==> src/rtl/bsg_link_ddr_upstream_ch_tx_if.sv <==
// Link bundle for the upstream channel transmitter: core-side word handshake,
// io-side beat bus, credit token return and credit status.
interface bsg_link_ddr_upstream_ch_tx_if #(
  parameter int CORE_W  = 16,
  parameter int IO_W    = 8,
  parameter int CREDITS = 16
);
  localparam int CRED_W = $clog2(CREDITS + 1);

  logic [CORE_W-1:0] core_data_i;
  logic              core_valid_i;
  logic              core_ready_o;
  logic [IO_W-1:0]   io_data_o;
  logic              io_valid_o;
  logic              io_token_i;
  logic [CRED_W-1:0] credits_o;
  logic              credit_err_o;

  // Producer view: supplies core words and the returning token, observes the bus.
  modport master (
    output core_data_i, core_valid_i, io_token_i,
    input  core_ready_o, io_data_o, io_valid_o, credits_o, credit_err_o
  );

  // Transmitter view.
  modport slave (
    input  core_data_i, core_valid_i, io_token_i,
    output core_ready_o, io_data_o, io_valid_o, credits_o, credit_err_o
  );
endinterface

==> src/rtl/bsg_link_ddr_upstream_ch_tx.sv <==
// Upstream channel transmitter: serializes wide core words LSB beat first onto
// the io bus, back-to-back without gaps, gated by a credit counter that is
// replenished by toggles on the asynchronous io_token_i line.
module bsg_link_ddr_upstream_ch_tx #(
  parameter int CORE_W      = 16,
  parameter int IO_W        = 8,
  parameter int CREDITS     = 16,
  parameter int TOKEN_BATCH = 4
) (
  input logic clk,
  input logic rst,
  bsg_link_ddr_upstream_ch_tx_if.slave link
);

  localparam int NUM_BEATS = CORE_W / IO_W;
  localparam int CNT_W     = (NUM_BEATS > 1) ? $clog2(NUM_BEATS) : 1;
  localparam int CRED_W    = $clog2(CREDITS + 1);
  // Wide enough to hold credits + TOKEN_BATCH before clamping.
  localparam int SUM_W     = $clog2(CREDITS + TOKEN_BATCH + 1);
  localparam logic [CNT_W-1:0] LAST_BEAT = CNT_W'(NUM_BEATS - 1);

  typedef enum logic [0:0] {
    ST_IDLE = 1'b0,
    ST_SEND = 1'b1
  } state_e;

  state_e            state_r;
  logic [CNT_W-1:0]  beat_cnt_r;
  logic [CORE_W-1:0] shift_r;
  logic [IO_W-1:0]   io_data_r;
  logic              io_valid_r;
  logic [CRED_W-1:0] credits_r;
  logic              credit_err_r;
  logic              sync1_r;
  logic              sync2_r;
  logic              prev_r;

  logic              last_beat_s;
  logic              ready_s;
  logic              accept_s;
  logic              token_edge_s;
  logic [SUM_W-1:0]  credits_sum_s;
  logic              overflow_s;
  logic [CRED_W-1:0] credits_next_s;

  assign last_beat_s  = (beat_cnt_r == LAST_BEAT);
  assign accept_s     = link.core_valid_i & ready_s;
  // Either polarity of the synchronized token line returns a batch of credits.
  assign token_edge_s = sync2_r ^ prev_r;

  // Ready depends only on registered state (and rst), never on core_valid_i.
  always_comb begin
    ready_s = 1'b0;
    if (!rst && (credits_r != {CRED_W{1'b0}}) &&
        ((state_r == ST_IDLE) || last_beat_s)) begin
      ready_s = 1'b1;
    end else begin
      ready_s = 1'b0;
    end
  end

  // Next credit value: add a returned batch first so the decrement never underflows, then clamp.
  always_comb begin
    credits_sum_s  = SUM_W'(credits_r);
    overflow_s     = 1'b0;
    credits_next_s = credits_r;
    if (token_edge_s) begin
      credits_sum_s = credits_sum_s + SUM_W'(TOKEN_BATCH);
    end else begin
      credits_sum_s = credits_sum_s;
    end
    if (accept_s) begin
      credits_sum_s = credits_sum_s - SUM_W'(1);
    end else begin
      credits_sum_s = credits_sum_s;
    end
    if (credits_sum_s > SUM_W'(CREDITS)) begin
      overflow_s     = 1'b1;
      credits_next_s = CRED_W'(CREDITS);
    end else begin
      overflow_s     = 1'b0;
      credits_next_s = CRED_W'(credits_sum_s);
    end
  end

  // Serializer FSM: presents one beat per cycle, reloading on the last beat for gapless streaming.
  always_ff @(posedge clk) begin
    if (rst) begin
      state_r    <= ST_IDLE;
      beat_cnt_r <= {CNT_W{1'b0}};
      shift_r    <= {CORE_W{1'b0}};
      io_data_r  <= {IO_W{1'b0}};
      io_valid_r <= 1'b0;
    end else begin
      case (state_r)
        ST_IDLE: begin
          if (accept_s) begin
            io_data_r  <= link.core_data_i[IO_W-1:0];
            shift_r    <= link.core_data_i >> IO_W;
            io_valid_r <= 1'b1;
            beat_cnt_r <= {CNT_W{1'b0}};
            state_r    <= ST_SEND;
          end else begin
            io_valid_r <= 1'b0;
          end
        end
        ST_SEND: begin
          if (!last_beat_s) begin
            io_data_r  <= shift_r[IO_W-1:0];
            shift_r    <= shift_r >> IO_W;
            io_valid_r <= 1'b1;
            beat_cnt_r <= beat_cnt_r + CNT_W'(1);
          end else if (accept_s) begin
            io_data_r  <= link.core_data_i[IO_W-1:0];
            shift_r    <= link.core_data_i >> IO_W;
            io_valid_r <= 1'b1;
            beat_cnt_r <= {CNT_W{1'b0}};
          end else begin
            io_valid_r <= 1'b0;
            beat_cnt_r <= {CNT_W{1'b0}};
            state_r    <= ST_IDLE;
          end
        end
        default: begin
          io_valid_r <= 1'b0;
          beat_cnt_r <= {CNT_W{1'b0}};
          state_r    <= ST_IDLE;
        end
      endcase
    end
  end

  // Credit counter and sticky overflow flag.
  always_ff @(posedge clk) begin
    if (rst) begin
      credits_r    <= CRED_W'(CREDITS);
      credit_err_r <= 1'b0;
    end else begin
      credits_r <= credits_next_s;
      if (overflow_s) begin
        credit_err_r <= 1'b1;
      end else begin
        credit_err_r <= credit_err_r;
      end
    end
  end

  // Two-flop synchronizer for the async token line plus a delayed copy for edge detection.
  always_ff @(posedge clk) begin
    if (rst) begin
      sync1_r <= 1'b0;
      sync2_r <= 1'b0;
      prev_r  <= 1'b0;
    end else begin
      sync1_r <= link.io_token_i;
      sync2_r <= sync1_r;
      prev_r  <= sync2_r;
    end
  end

  assign link.core_ready_o = ready_s;
  assign link.io_data_o    = io_data_r;
  assign link.io_valid_o   = io_valid_r;
  assign link.credits_o    = credits_r;
  assign link.credit_err_o = credit_err_r;

endmodule
==> src/flat_wrapper.sv <==
// flat-port wrapper written by rule: the top's interface ports become plain ports
module bsg_link_ddr_upstream_ch_tx_flat 
#(
  parameter int CORE_W      = 16,
  parameter int IO_W        = 8,
  parameter int CREDITS     = 16,
  parameter int TOKEN_BATCH = 4
)
  (clk, rst, link_core_data_i, link_core_valid_i, link_io_token_i, link_core_ready_o, link_io_data_o, link_io_valid_o, link_credits_o, link_credit_err_o);
  bsg_link_ddr_upstream_ch_tx_if #(.CORE_W(CORE_W), .IO_W(IO_W), .CREDITS(CREDITS)) link_i ();
  input logic clk;
  input logic rst;
  input wire logic [$bits(link_i.core_data_i)-1:0] link_core_data_i;
  input wire logic [$bits(link_i.core_valid_i)-1:0] link_core_valid_i;
  input wire logic [$bits(link_i.io_token_i)-1:0] link_io_token_i;
  output wire logic [$bits(link_i.core_ready_o)-1:0] link_core_ready_o;
  output wire logic [$bits(link_i.io_data_o)-1:0] link_io_data_o;
  output wire logic [$bits(link_i.io_valid_o)-1:0] link_io_valid_o;
  output wire logic [$bits(link_i.credits_o)-1:0] link_credits_o;
  output wire logic [$bits(link_i.credit_err_o)-1:0] link_credit_err_o;
  assign link_i.core_data_i = link_core_data_i;
  assign link_i.core_valid_i = link_core_valid_i;
  assign link_i.io_token_i = link_io_token_i;
  assign link_core_ready_o = link_i.core_ready_o;
  assign link_io_data_o = link_i.io_data_o;
  assign link_io_valid_o = link_i.io_valid_o;
  assign link_credits_o = link_i.credits_o;
  assign link_credit_err_o = link_i.credit_err_o;
  bsg_link_ddr_upstream_ch_tx #(.CORE_W(CORE_W), .IO_W(IO_W), .CREDITS(CREDITS), .TOKEN_BATCH(TOKEN_BATCH)) u_core (.clk(clk), .rst(rst), .link(link_i));
endmodule
==> config.mk <==
export PLATFORM = sky130hd
export DESIGN_NAME = bsg_link_ddr_upstream_ch_tx_flat
export DESIGN_NICKNAME = d
export VERILOG_FILES = /design/src/rtl/bsg_link_ddr_upstream_ch_tx_if.sv /design/src/rtl/bsg_link_ddr_upstream_ch_tx.sv /design/src/flat_wrapper.sv
export SDC_FILE = /design/constraint.sdc
export NUM_CORES = 1
export LEC_CHECK = 0
export ABC_AREA = 1
export BUFFER_PORTS_ARGS = -buffer_cell sky130_fd_sc_hd__buf_2
export CAP_MARGIN = 10
export CORE_ASPECT_RATIO = 2
export CORE_MARGIN = 5
export CORE_UTILIZATION = 52
export DETAILED_ROUTE_END_ITERATION = 6
export MAX_ROUTING_LAYER = met4
export PLACE_DENSITY = 0.79
export SLEW_MARGIN = 40
export SYNTH_ARGS = -nofsm -noshare
export SYNTH_HDL_FRONTEND = slang
export SYNTH_SLANG_ARGS = --single-unit
==> constraint.sdc <==
create_clock -name clk -period 1.8 [get_ports clk]
set_input_delay 0.27 -clock clk [delete_from_list [all_inputs] [get_ports clk]]
set_output_delay 0.27 -clock clk [all_outputs]
set_load 0.005 [all_outputs]
==> metrics, run 1 <==
first-pass iteration count of the detailed router=4; HPWL Detailed=about 2.6 mm; Num CTS Buffers=5; Final min period=1.610 ns; status=finished, final reports clean; first-pass GRT wire length=roughly 5.8 mm; Switching Share=approximately 28%; Hold Path Class=in -> reg; Max Cap Violations=0; syn avg cell area=approximately 7.2 sq um; dpl cell area=0.001749 sq mm; initial antenna violation count=0; largest net degree at the start of global routing=20; Ant. Diodes=0; crit share post-route=89.46%; FMAX=approximately 0.62 GHz; Max VDD drop=~0.00069 V; Synth Instances=between 200 and 250; Placer Congestion=between 0.8 and 0.9; routed wire length=approximately 3.4 mm; Fin Setup TNS=0 ns; part of the power in the clock network=between 30 and 40%; DRC violations left=0; # IOs=36; vias in the first global route=about 1400; Final Slew Violations=0; GR Util All Layers=17.57%; Cells after DPL=about 280; Setup crit end kind=flop; final setup violation count=0; H-tree depth=2; die height=roughly 87 um; Initial Util=a little over half; final non-filler cell total=283; # hold bufs at CTS=0; Multi-input gate area=approximately 700 sq um; sequential power share=47.2%; Startpoint Class=flop; Synth Area in XOR/XNOR=less than 1%; Netlist Area Pre-Place=around 0.0015 sq mm; sw power=a little over 0.5 mW; Final ANT Viol Nets=0; RSZ-0062 raised after global routing=no; Die ar.=around 0.0042 sq mm; core area=~0.0029 sq mm; area growth from synthesis to final layout=20.88%; Finished Cell Area=0.001862 sq mm; Die X=just under 50 um; final hold vios=0; Worst Skew=about 0.0064 ns; Leak=just over 0.9 nW; Worst Path Required=~2 ns; Via Count=approximately 1500; Filler Cell Count=293; Compound-Gate Fraction of Synth Area=around an eighth; IO buf count=35; P_int=1.330 mW; initial DRC count=23; Avg WL per Cell=~12 um; Avg Vias per Cell=~5.1; worst slew pin tran=0.3121 ns; most frequent cells in the layout=39 x nor2_1, 37 x nand2_1, 35 x buf_2; Power Dens Cells=approximately 990 mW/mm^2; FF/Latch Area=between 700 and 800 sq um; Yosys warnings=0; layout cell share with drive strength beyond 1=about a quarter; Synth Area in Simple Gates=a little under 30%; Worst-path clk slew=approximately 0.07 ns; clk buf depth=2; CP Data Arrival Time=1.79 ns; CTS root buf=clkbuf_8; register area share after synthesis=between 40 and 50%; Core Rows=28; CTS tree=yes; combinational share of power=about a fifth; Clock Sinks=35; clk_lat worst skew=0.28 ns; WHS=approximately 0.19 ns; most common cell after layout, fill and taps aside=nor2_1; CP Max Fanout=7; Synth Area in Adders=~2.4%; Synth cell types=22; mux contribution to synthesized area=0%; #FFs+latches synth=35; largest family of logic cells by synthesized area=simple AND/OR/NAND/NOR gates; grt ovf=0; Synthesized Nets=roughly 240; Total Nets Final=275; CP Class=reg -> reg; max_slew headroom=about four fifths
==> critical path, cell delays in order (launching register included) <==
cell,delay (ns)
dfxtp_1,0.36
inv_1,0.06
ha_1,0.21
nand3_4,0.13
nand3_4,0.12
nor2_1,0.15
nand2_1,0.07
nand2_1,0.06
nand2_1,0.08
inv_1,0.08
nand2_2,0.07
nand2_2,0.08
nor2_1,0.04
==> logic make-up after synthesis <==
logic type | Yosys count
simple gates | 105
buf+inv | 35
flops | 35
compound gates | 34
fa+ha+maj | 3
xor+xnor | 1
==> per-stage QoR <==
stage | util [%] | power [mW] | worst slack, ns
2_1_floorplan | - | 1.124 | 0.3037
3_3_place_gp | 60.15 | 1.245 | 0.1317
3_5_place_dp | 60.15 | 1.250 | 0.1149
4_1_cts | 63.60 | 1.852 | 0.09459
5_1_grt | 64.03 | 1.941 | 0.02093
6_report | 64.03 | 1.845 | 0.1898
==> flip-flops by register name (all words and copies together) (netlist names) <==
register	cells
u_core.beat_cnt_r	1
u_core.sync2_r	1
u_core.link.io_data_o	8
u_core.sync1_r	1
u_core.shift_r	16
u_core.link.credit_err_o	1
u_core.prev_r	1
u_core.link.io_valid_o	1
u_core.link.credits_o	5
==> final timing paths <==
check / from / endpoint / slack, ns / depth (start not counted)
setup / recovery: u_core.link.credits_o[3]$_SDFF_PP0_ / u_core.link.credits_o[3]$_SDFF_PP0_ / 0.19 / 12
hold reg to reg: u_core.sync1_r$_SDFF_PP0_ / u_core.sync2_r$_SDFF_PP0_ / 0.41 / 2
setup reg to reg: u_core.link.credits_o[3]$_SDFF_PP0_ / u_core.link.credits_o[3]$_SDFF_PP0_ / 0.19 / 12
hold / removal: link_io_token_i / u_core.sync1_r$_SDFF_PP0_ / 0.19 / 3
==> per-layer routing <==
metal | wire [um] | global-route usage (%) | vias up
met5 | 0 | - | -
met4 | 93 | 9.559 | 0
met3 | 140 | 3.774 | 7
met2 | 1886 | 31.43 | 27
met1 | 1285 | 17.22 | 667
li1 | - | - | 756
==> final cells by class <==
| type | count | area share [%] |
|---|---|---|
| multi-input cells | 143 | 37.57 |
| flip-flops and latches | 35 | 37.77 |
| repair buffers | 42 | 12.23 |
| inverters | 25 | 5.040 |
| well taps | 30 | 2.016 |
| clock buffers | 8 | 5.376 |
==> Yosys cell counts, drive strengths merged <==
library cell | instances | area share, %
nand2 | 39 | 9.8
nor2 | 39 | 9.5
dfxtp | 35 | 45
o21ai | 27 | 8.8
inv | 24 | 5.8
nand3 | 24 | 8.9
buf | 8 | 3.2
a21oi | 4 | 2.0
ha | 3 | 2.4
nand4 | 3 | 1.2
o211ai | 3 | 1.5
clkbuf | 2 | 0.49
clkinv | 1 | 0.24
xor2 | 1 | 0.57
==> what timing repair did <==
action / CTS / global route
endpoints found under the setup margin: 0 / 7
gates resized for setup: 0 / 4
setup buffers: 0 / 0
==> power by group through the flow <==
stage          registers (mW)  logic, mW  clock network, mW
2_1_floorplan           0.886      0.238                  0
3_3_place_gp            0.885      0.360                  0
3_5_place_dp            0.887      0.363                  0
4_1_cts                 0.871      0.366              0.615
5_1_grt                 0.879      0.414              0.648
6_report                0.872      0.368              0.605
Note: power is estimated with default switching activity, not from simulation.
==> run 2, diff against run 1 <==
--- a/config.mk
+++ b/config.mk
@@ -14,6 +14,7 @@
 export DETAILED_ROUTE_END_ITERATION = 6
 export MAX_ROUTING_LAYER = met4
 export PLACE_DENSITY = 0.79
+export SETUP_SLACK_MARGIN = 0.5
 export SLEW_MARGIN = 40
 export SYNTH_ARGS = -nofsm -noshare
 export SYNTH_HDL_FRONTEND = slang
==> metrics, run 2 (synthesis gave the netlist of run 1 again) <==
max_slew headroom=81.36% (+2.2 points); Worst Path Required=1.98 ns (about the same); first-pass iteration count of the detailed router=4 (unchanged); Die X=48.49 um (unchanged); clk_lat worst skew=0.29 ns (about the same); DRC violations left=0 (unchanged); first-pass GRT wire length=6.499 mm (+13%); CP Max Fanout=6 (-1); CP Class=reg -> reg; Fin Setup TNS=0 ns (unchanged); hold path depth=3 (unchanged); layout cell share with drive strength beyond 1=43.75% (+19 points); Avg WL per Cell=15.02 um (+25%); Startpoint Class=flop; Initial Util=52.97% (unchanged); worst r2r path cells=10 (-2); H-tree depth=2 (unchanged); GR Util All Layers=20.18% (+2.6 points); FMAX=0.6377 GHz (+2.7%); Hold Path Sink=u_core.sync1_r$_SDFF_PP0_; Placer Congestion=0.9184 (+2.9%); Worst Skew=0.009414 ns (+0.002999 ns); worst slew pin tran=0.2793 ns (-0.03284 ns); Leak=1.063 nW (+17%); HPWL Detailed=2.666 mm (+2.3%); FF/Latch Area=709.4 sq um (+0.89%); Worst-path clk slew=0.07 ns (about the same); Num CTS Buffers=5 (unchanged); final setup violation count=0 (unchanged); CP Data Arrival Time=1.75 ns (-0.04 ns); vias in the first global route=1549 (+12%); WHS=0.1944 ns (+0.009251 ns); # IOs=36 (unchanged); final hold vios=0 (unchanged); R2R Path Start=u_core.link.credits_o[1]$_SDFF_PP0_; Via Count=1651 (+13%); area growth from synthesis to final layout=46.06%; largest net degree at the start of global routing=20 (unchanged); Total Nets Final=294 (+6.9%); Final ANT Viol Nets=0 (unchanged); core area=0.002908 sq mm (unchanged); Final min period=1.568 ns (-0.04223 ns); Clock Sinks=35 (unchanged); Power Dens Cells=911.7 mW/mm^2 (-8.0%); worst hold start=link_io_token_i; RSZ-0062 raised after global routing=yes; Cells after DPL=273 (-0.73%); Hold Path Class=in -> reg; Core Rows=28 (unchanged); CTS root buf=clkbuf_8; crit share post-route=87.11% (-2.3 points); Tot Pwr=2.051 mW (+11%); status=finished, final reports clean; Ant. Diodes=0 (unchanged); IO buf count=35 (unchanged); RR Endpoint=u_core.shift_r[6]$_SDFF_PP0_; Avg Vias per Cell=5.467 (+6.2%); Die ar.=0.004217 sq mm (unchanged); routed wire length=4.536 mm (+33%); Final Slew Violations=0 (unchanged); initial DRC count=31 (+35%); Largest Register=u_core.shift_r; Filler Cell Count=205 (-30%); max FFs per register=16 (unchanged); CTS tree=yes; Multi-input gate area=873.3 sq um (+25%); Max Cap Violations=0 (unchanged); die height=86.97 um (unchanged); most common cell after layout, fill and taps aside=buf_2; Max VDD drop=0.0007254 V (+4.7%); final non-filler cell total=302 (+6.7%); R2R setup slack=0.23 ns (+0.04 ns); most frequent cells in the layout=35 x buf_2, 32 x nand2_1, 30 x dfxtp_1; Setup crit end kind=flop; clk buf depth=2 (unchanged); initial antenna violation count=0 (unchanged); grt ovf=0 (unchanged)
run 2: how the worst max path moves through the flow:
stage,startpoint,to,cells after the start
global placement,u_core.link.credits_o[2]$_SDFF_PP0_,u_core.link.credits_o[0]$_SDFF_PP0_,12
CTS,u_core.link.credits_o[3]$_SDFF_PP0_,link_core_ready_o,6
detailed placement,rst,u_core.link.credits_o[3]$_SDFF_PP0_,11
floorplan,u_core.link.credits_o[2]$_SDFF_PP0_,u_core.link.credits_o[3]$_SDFF_PP0_,12
finish,u_core.link.credits_o[1]$_SDFF_PP0_,u_core.shift_r[6]$_SDFF_PP0_,10
global route,u_core.link.credits_o[0]$_SDFF_PP0_,u_core.link.credits_o[0]$_SDFF_PP0_,12
run 2: metrics by stage:
step,utilization [%],setup WS [ns],cell area (sq um)
detailed placement,61.02,0.1413,1774
floorplan,-,0.4512,1587
CTS,71.43,0.2900,2077
global route,77.37,0.08936,2250
global placement,61.02,0.1714,1774
finish,77.37,0.2320,2250
run 2: critical path: stages, from the launching register on:
cell	delay (ns)
dfxtp_2	0.36
inv_4	0.05
ha_4	0.16
nand3_4	0.11
nand3_4	0.15
buf_6	0.18
buf_8	0.13
nand2_4	0.05
nand3_2	0.07
o211ai_1	0.12
inv_1	0.06
run 2: layer usage:
layer  up-vias  global-route usage [%]  share of wire, %  routed length (um)
met5         -                       -                 0                   0
met1       784                   17.88                34                1547
li1        796                       -                 -                   -
met2        50                   37.86                57                2574
met4         0                   12.50               4.6                 207
met3        21                   3.774               4.5                 206
run 2: report_power, final:
group	total, mW	internal [mW]	switching [mW]	leakage [nW]
logic	0.549	0.246	0.303	0.723
clock network	0.623	0.349	0.274	0.0515
registers	0.879	0.837	0.0419	0.289
run 2: repair_timing:
action | CTS | global route
resized for setup | 34 | 31
pin swaps | 23 | 14
setup buffers | 13 | 7
hold buffers | 0 | 0
cloned | 1 | 0
endpoints found under the setup margin | 31 | 29
run 2: layout make-up:
| type | count | share of cell area [%] |
|---|---|---|
| clock buffer | 8 | 4.449 |
| multi-input combinational | 143 | 38.82 |
| timing repair buffer | 61 | 19.02 |
| inverter | 25 | 4.505 |
| tap | 30 | 1.669 |
| sequential | 35 | 31.53 |
